`config.mk`:
```
export PLATFORM = sky130hd
export DESIGN_NAME = traffic_light_controller
export DESIGN_NICKNAME = d
export VERILOG_FILES = /design/src/rtl/tlc_pkg.sv /design/src/rtl/tlc_phase_timer.sv /design/src/rtl/traffic_light_controller.sv
export SDC_FILE = /design/constraint.sdc
export NUM_CORES = 1
export LEC_CHECK = 0
export BUFFER_PORTS_ARGS = -buffer_cell sky130_fd_sc_hd__clkbuf_2
export CORE_AREA = 8 8 45 47
export CTS_CLUSTER_SIZE = 14
export DETAILED_ROUTE_END_ITERATION = 8
export DIE_AREA = 0 0 53 55
export GPL_TIMING_DRIVEN = 0
export HOLD_SLACK_MARGIN = 0.1
export PLACE_DENSITY = 0.66
export SKIP_CTS_REPAIR_TIMING = 1
export SYNTH_ARGS = -nofsm -noshare
export SYNTH_HDL_FRONTEND = slang
export SYNTH_SLANG_ARGS = --single-unit
```
`constraint.sdc`:
```
create_clock -name clk -period 2.7 [get_ports clk]
set_input_delay 0.135 -clock clk [delete_from_list [all_inputs] [get_ports clk]]
set_output_delay 0.135 -clock clk [all_outputs]
set_load 0.05 [all_outputs]
```
`src/rtl/tlc_pkg.sv`:
```
// rtl/tlc_pkg.sv - shared state, light and phase-duration definitions for the T-junction controller
//
// Contents:
//   state_t      : phase encoding S0..S5 (3-bit; codes 6 and 7 are illegal)
//   RED/YEL/GRN  : signal head encodings {red,yellow,green}, one-hot
//   T_*_DEF      : default phase lengths in clock cycles
//   dur()        : phase length for a state, given the configured durations
//   next_state() : phase successor; illegal codes recover to S0

package tlc_pkg;

    typedef enum logic [2:0] {
        S0 = 3'd0,
        S1 = 3'd1,
        S2 = 3'd2,
        S3 = 3'd3,
        S4 = 3'd4,
        S5 = 3'd5
    } state_t;

    localparam logic [2:0] RED = 3'b100;
    localparam logic [2:0] YEL = 3'b010;
    localparam logic [2:0] GRN = 3'b001;

    localparam int unsigned T_MAIN_DEF = 7;
    localparam int unsigned T_YEL_DEF  = 2;
    localparam int unsigned T_TURN_DEF = 5;
    localparam int unsigned T_SIDE_DEF = 3;

    // Durations run 1..16, so the result needs 5 bits. Illegal states get a
    // length of 1 so the timer terminates on the very next edge.
    function automatic logic [4:0] dur(
        input state_t      s,
        input int unsigned t_main,
        input int unsigned t_yel,
        input int unsigned t_turn,
        input int unsigned t_side
    );
        logic [4:0] d;
        case (s)
            S0:             d = 5'(t_main);
            S1, S3, S5:     d = 5'(t_yel);
            S2:             d = 5'(t_turn);
            S4:             d = 5'(t_side);
            default:        d = 5'd1;
        endcase
        return d;
    endfunction

    function automatic state_t next_state(input state_t s);
        state_t n;
        case (s)
            S0:      n = S1;
            S1:      n = S2;
            S2:      n = S3;
            S3:      n = S4;
            S4:      n = S5;
            default: n = S0;
        endcase
        return n;
    endfunction

endpackage

```
`src/rtl/tlc_phase_timer.sv`:
```
// rtl/tlc_phase_timer.sv - per-phase cycle counter with terminal-count flag
//
// Ports:
//   clk      in  1  rising-edge clock
//   rst      in  1  asynchronous active-low reset
//   load_dur in  4  terminal count for the current phase (phase length - 1)
//   count    out 4  cycles elapsed in the current phase (registered)
//   done     out 1  high in the last cycle of the phase

module tlc_phase_timer (
    input  logic       clk,
    input  logic       rst,
    input  logic [3:0] load_dur,
    output logic [3:0] count,
    output logic       done
);

    assign done = (count == load_dur);

    always_ff @(posedge clk or negedge rst) begin
        if (!rst) begin
            count <= 4'd0;
        end else if (done) begin
            count <= 4'd0;
        end else begin
            count <= count + 4'd1;
        end
    end

endmodule

```
`src/rtl/traffic_light_controller.sv`:
```
// rtl/traffic_light_controller.sv - fixed-time six-phase controller for a T-junction
//
// Ports:
//   clk         in  1  rising-edge clock
//   rst         in  1  asynchronous active-low reset
//   light_L_R   out 3  L->R head {red,yellow,green}
//   light_D_R   out 3  D->R head
//   light_R_L_D out 3  R->L / R->D head
//   light_L_D   out 3  L->D turn head
//   count       out 4  cycles elapsed in the current phase
//   ps          out 3  present state

module traffic_light_controller
    import tlc_pkg::*;
#(
    parameter int unsigned T_MAIN = T_MAIN_DEF,
    parameter int unsigned T_YEL  = T_YEL_DEF,
    parameter int unsigned T_TURN = T_TURN_DEF,
    parameter int unsigned T_SIDE = T_SIDE_DEF
) (
    input  logic       clk,
    input  logic       rst,
    output logic [2:0] light_L_R,
    output logic [2:0] light_D_R,
    output logic [2:0] light_R_L_D,
    output logic [2:0] light_L_D,
    output logic [3:0] count,
    output logic [2:0] ps
);

    if (T_MAIN < 1 || T_MAIN > 16 || T_YEL < 1 || T_YEL > 16 ||
        T_TURN < 1 || T_TURN > 16 || T_SIDE < 1 || T_SIDE > 16) begin : g_cfg_error
        $error("traffic_light_controller: phase durations must be in 1..16");
    end

    state_t     ps_q;
    logic [4:0] cur_dur;
    logic [3:0] load_dur;
    logic       done;

    always_comb begin
        cur_dur  = dur(ps_q, T_MAIN, T_YEL, T_TURN, T_SIDE);
        // A 16-cycle phase maps to terminal count 15, so 4 bits suffice.
        load_dur = 4'(cur_dur - 5'd1);
    end

    tlc_phase_timer u_timer (
        .clk      (clk),
        .rst      (rst),
        .load_dur (load_dur),
        .count    (count),
        .done     (done)
    );

    // Illegal codes have a terminal count of 0, so done is high and the
    // next edge lands in S0 with the counter cleared.
    always_ff @(posedge clk or negedge rst) begin
        if (!rst) begin
            ps_q <= S0;
        end else if (done) begin
            ps_q <= next_state(ps_q);
        end
    end

    assign ps = ps_q;

    always_comb begin
        light_L_R   = RED;
        light_D_R   = RED;
        light_R_L_D = RED;
        light_L_D   = RED;
        case (ps_q)
            S0: begin
                light_L_R   = GRN;
                light_R_L_D = GRN;
            end
            S1: begin
                light_L_R   = GRN;
                light_R_L_D = YEL;
            end
            S2: begin
                light_L_R   = GRN;
                light_L_D   = GRN;
            end
            S3: begin
                light_L_R   = YEL;
                light_L_D   = YEL;
            end
            S4: light_D_R = GRN;
            S5: light_D_R = YEL;
            default: ;
        endcase
    end

endmodule

```
# [Word level (Yosys, flattened, before mapping)]
# Index checks and enable logic that the tools add are counted.
[totals] register_bits=7 input_bits=2 out_inout_bits=19 wordCells=20
[op_classes] n_addsub=2 eq_ne=6 n_mux=7 reduce_logical=3
[ops] cell="3-bit case mux with 2 select lines" count=4
[ops] cell="3-bit case mux with 5 select lines" count=1
[ops] cell="3-bit case mux with 4 select lines" count=1
[ops] cell="3-bit by 2-bit equality test with 1-bit output, second input constant" count=2
[ops] cell="3-bit equality test, second input constant" count=2
[ops] cell="3-bit OR reduction" count=2
[ops] cell="4-bit by 1-bit adder with 4-bit output, second input constant" count=1
[ops] cell="4-bit equality test" count=1
[ops] cell="4-bit two-way mux" count=1
[ops] cell="4-bit by 1-bit subtractor with 4-bit output, second input constant" count=1
[ops] cell="3-bit by 1-bit equality test with 1-bit output, second input constant" count=1
[ops] cell="3-bit logical NOT" count=1

# [Depth between registers and ports, before layout]
[depth] word_depth=6 mapped_depth=5 depth_no_buf=4

# [By module]
# A second synthesis with hierarchy kept.
[hier_totals] hier_cells=58 hier_area_um2=519.2
[by_module_without_submodules] module="traffic_light_controller" instances=1 cells_each=36 area_each_um2=275.3 seq_area_each_um2=75.1
[by_module_without_submodules] module="tlc_phase_timer" instances=1 cells_each=22 area_each_um2=244.0 seq_area_each_um2=100.1

# [Least setup slack after synthesis]
# OpenSTA, ideal clock, no wires.
[synth_timing] path_type="flip-flop to output port" startpoint="register ps_q[1] (netlist: ps[1])" endpoint="output light_L_D[0]" arrival_ps=2042 required_ps=2565 path_slack_ps=523 stages_incl_launch_ff=4 n_path_buf=1 cell_sequence="dfrtp_1 -> buf_4 -> nand2b_1 -> nor2_1"
[synth_via] elab_chain_cells=2 elab_cells_between_ends=3 cone_classes="eq/ne: 2; mux: 1"
[synth_lines] element="start: declaration" line_no="traffic_light_controller.sv:36" rtl="state_t ps_q;"
[synth_lines] element="start signal: assignment" line_no="traffic_light_controller.sv:61" rtl="ps_q <= next_state(ps_q);"
[synth_lines] element="3-bit by 2-bit equality test with 1-bit output" line_no="traffic_light_controller.sv:72" rtl="case (ps_q)"
[synth_lines] element="3-bit case mux with 2 select lines (*)" line_no="traffic_light_controller.sv:72"
[synth_lines] element="end: declaration" line_no="traffic_light_controller.sv:26" rtl="output logic [2:0] light_L_D,"
# Mark *: on every way between the ends. The rest lies on a longest branch, timed or not.

# [Worst setup path in the final report]
[layout_timing] startpoint="register ps_q[1] (netlist: ps[1])" endpoint="output light_R_L_D[1]"
[layout_via] elab_chain_cells=2 elab_cells_between_ends=3 cone_classes="eq/ne: 1; mux: 1; reduce/logical: 1"
[layout_lines] element="3-bit by 1-bit equality test with 1-bit output / 3-bit logical NOT (equally long branches)" line_no="traffic_light_controller.sv:72"
[layout_lines] element="3-bit case mux with 2 select lines (*)" line_no="traffic_light_controller.sv:72"
[layout_lines] element="end: declaration" line_no="traffic_light_controller.sv:25" rtl="output logic [2:0] light_R_L_D,"
# Marked as above.

==> results_dict.tcl <==
set metrics [dict create \
    status "finished clean" \
    hold_class "in -> async" \
    syn-num-nets 64 \
    io_pins 21 \
    drv_cap 0 \
    drcViolationCount 0 \
    grt_pass1_wl_um 2139 \
    clock_latency_ns 0.25 \
    grt.total_usage_pct 9.890 \
    die_w_um 53 \
    yosysTopAreaCellShare_pct 34.57 \
    synthFlopType "dfrtp_1" \
    powerDensity_nw_per_um2 312.0 \
    synth_most_common_cell "nor2_1" \
    p_sw_share_pct 21.21 \
    avgRoutedWirePerCell_um 12.71 \
    clkTransAtPathRegs_ns 0.06 \
    synth_seq_area_share_pct 34.57 \
    multi_input_area_um2 276.5 \
    gp_congestion 0.7724 \
    max-slew-margin-rel_pct 74.32 \
    synth_cell_types 26 \
    grt_overflow 0 \
    yosys-top-cells-area "dfrtp_1 (35%), nor2_1 (7.4%), a31oi_1 (6.2%)" \
    synthToLayoutAreaGrowth_pct 30.86 \
    setup_viol 0 \
    cts_tree "yes" \
    rsz0062_at_grt "false" \
    num_vias 492 \
    layout-drive-gt1-share_pct 37.21 \
    dpl.hpwl_um 965.1 \
    dr.first_iter.drc_count 20 \
    ys_warn_count 0 \
    required_ns 2.57 \
    crit_arrival_ns 1.50 \
    ff_latch_area_um2 175.2 \
    cp_max_fo 10 \
    antenna_found_initial 0 \
    die_area_um2 2915 \
    synth_common_cells "nor2_1 (10), dfrtp_1 (7), nand2_1 (6)" \
    clock_sinks 7 \
    slowest_delay_ns 0.42 \
    ant_nets 0 \
    post-route-min-period_ns 1.637 \
    path_cells "buf_4, or2_4, nor2_1, clkbuf_2" \
    fin_setup_tns_ns 0 \
    worst-slew-pin-transition_ns 0.3852 \
    port_buffers 20 \
    finalNetCount 90 \
    grt_pass1_vias 494 \
    final_max_slew_viol_count 0 \
    clockBufferDepth 2 \
    crit_path_end_kind "output pin" \
    finalHoldViolations 0 \
    core_um2 1384 \
    antennaDiodeCount 0 \
    synthArstFlopShare_pct 100.0 \
    finalCritPeriodShare_pct 60.61 \
    synth_largest_area_cell "dfrtp_1" \
    synth_seq_cells 7 \
    placed_area_um2 626.9 \
    cpMaxStageDelayCell "dfrtp_1" \
    max_freq_ghz 0.6110 \
    root_buffer "clkbuf_4" \
    p_comb_share_pct 1.9 \
    synth_area_um2 506.7 \
    synthCells 61 \
    start_util_pct 36.62 \
    firstDrtPassIters 4 \
    row_count 14 \
    ir_drop_v 0.0001733 \
    routed_wl_um 1296 \
    synth_edf_count 0 \
    h-tree-depth 1 \
    power.switching_uw 43.88 \
    power_frac_clock_pct 47.4 \
    power_uw 206.9 \
    cts_buffers 3 \
    p_leak_uw 0.0003813 \
    p_int_uw 163.0 \
    path_class "reg -> out" \
    syn_area_per_cell_um2 8.307 \
    start_kind "flop" \
    fillers 143 \
    die_y_um 55 \
    viasPerCell 4.824 \
    skew_ns 0.0007068 \
    design_area_um2 663.1 \
    grt_max_degree 11 \
    power_frac_seq_pct 50.7 \
]
## power by group through the flow
stage	clock network, µW	registers [µW]	logic, µW
6_report	98.1	105	3.84
5_1_grt	105	105	4.26
4_1_cts	103	105	2.88
3_5_place_dp	0	107	2.88
3_3_place_gp	0	107	2.68
2_1_floorplan	0	107	0.000181
## cells by family after synthesis
logic type               count (synthesis)  synth area share [%]
AND/OR/NAND/NOR                         25                 25.68
AO/OA/AOI/OAI                           13                 17.53
buffers and inverters                   10                 10.86
flip-flops                               7                 34.57
XOR/XNOR                                 4                 6.915
multiplexers                             1                 1.975
adder cells (fa/ha/maj)                  1                 2.469
## placed cells by master, fill, tap and decap left out, types with 2 or more instances in the layout
cell type,Yosys,final
clkbuf_1,2,3
clkbuf_4,0,3
nand2_1,6,6
nand2b_1,3,3
nor2_1,10,10
xor2_1,2,2
a31oi_1,5,5
dfrtp_1,7,7
nand3_1,2,2
buf_2,2,2
inv_1,3,3
clkbuf_2,0,20
a21o_1,2,2
xnor2_1,2,2
buf_4,2,2
## path summary, 6_finish.rpt
| path | to | slack [ns] | cells past startpoint | start |
|---|---|---|---|---|
| min in group clk | u_timer.count[3] | 0.62 | 1 | u_timer.count[3] |
| setup / recovery | light_R_L_D[1] | 1.06 | 4 | ps[1] |
| hold / removal | u_timer.count[2] | 0.27 | 2 | rst |
| hold reg to reg | u_timer.count[3] | 0.62 | 1 | u_timer.count[3] |
| setup reg to reg | ps[0] | 1.33 | 5 | u_timer.count[1] |
| max in group asynchronous | ps[2] | 2.26 | 2 | rst |
## worst max-delay path: cells and delay by family, from the launching register on
family	cells	cell delay [ns]
simple gates	2	0.35
buf+inv	2	0.48
flops	1	0.42
## layer usage
metal | GRT usage (%) | wire length, µm
met3 | 1.070 | 68
met4 | 7.759 | 0
met1 | 10.03 | 543
met2 | 18.16 | 685
met5 | 0 | 0
## metrics by stage
step                hold WS [ns]  std cells  util [%]  setup WS, ns
finish                    0.2652        102     47.92         1.063
global route              0.2691        102     47.92         1.011
CTS                      -0.2886        101     47.20         1.078
detailed placement      -0.01044         97     45.30         1.347
global placement        -0.01770         97     45.30         1.368
floorplan                -0.1606         61         -        0.5234
## final cells by class
class,instances,share of cell area (%)
flip-flops and latches,7,26.42
plain buffers,7,6.604
repair buffers,21,16.60
inverters,3,1.698
well taps,16,3.019
clock buffers,4,3.962
multi-input cells,44,41.70
## sequential cells by signal, summed over array words and instances (netlist names)
name / cells
u_timer.count: 4
ps: 3
Note: power is estimated with default switching activity, not from simulation.
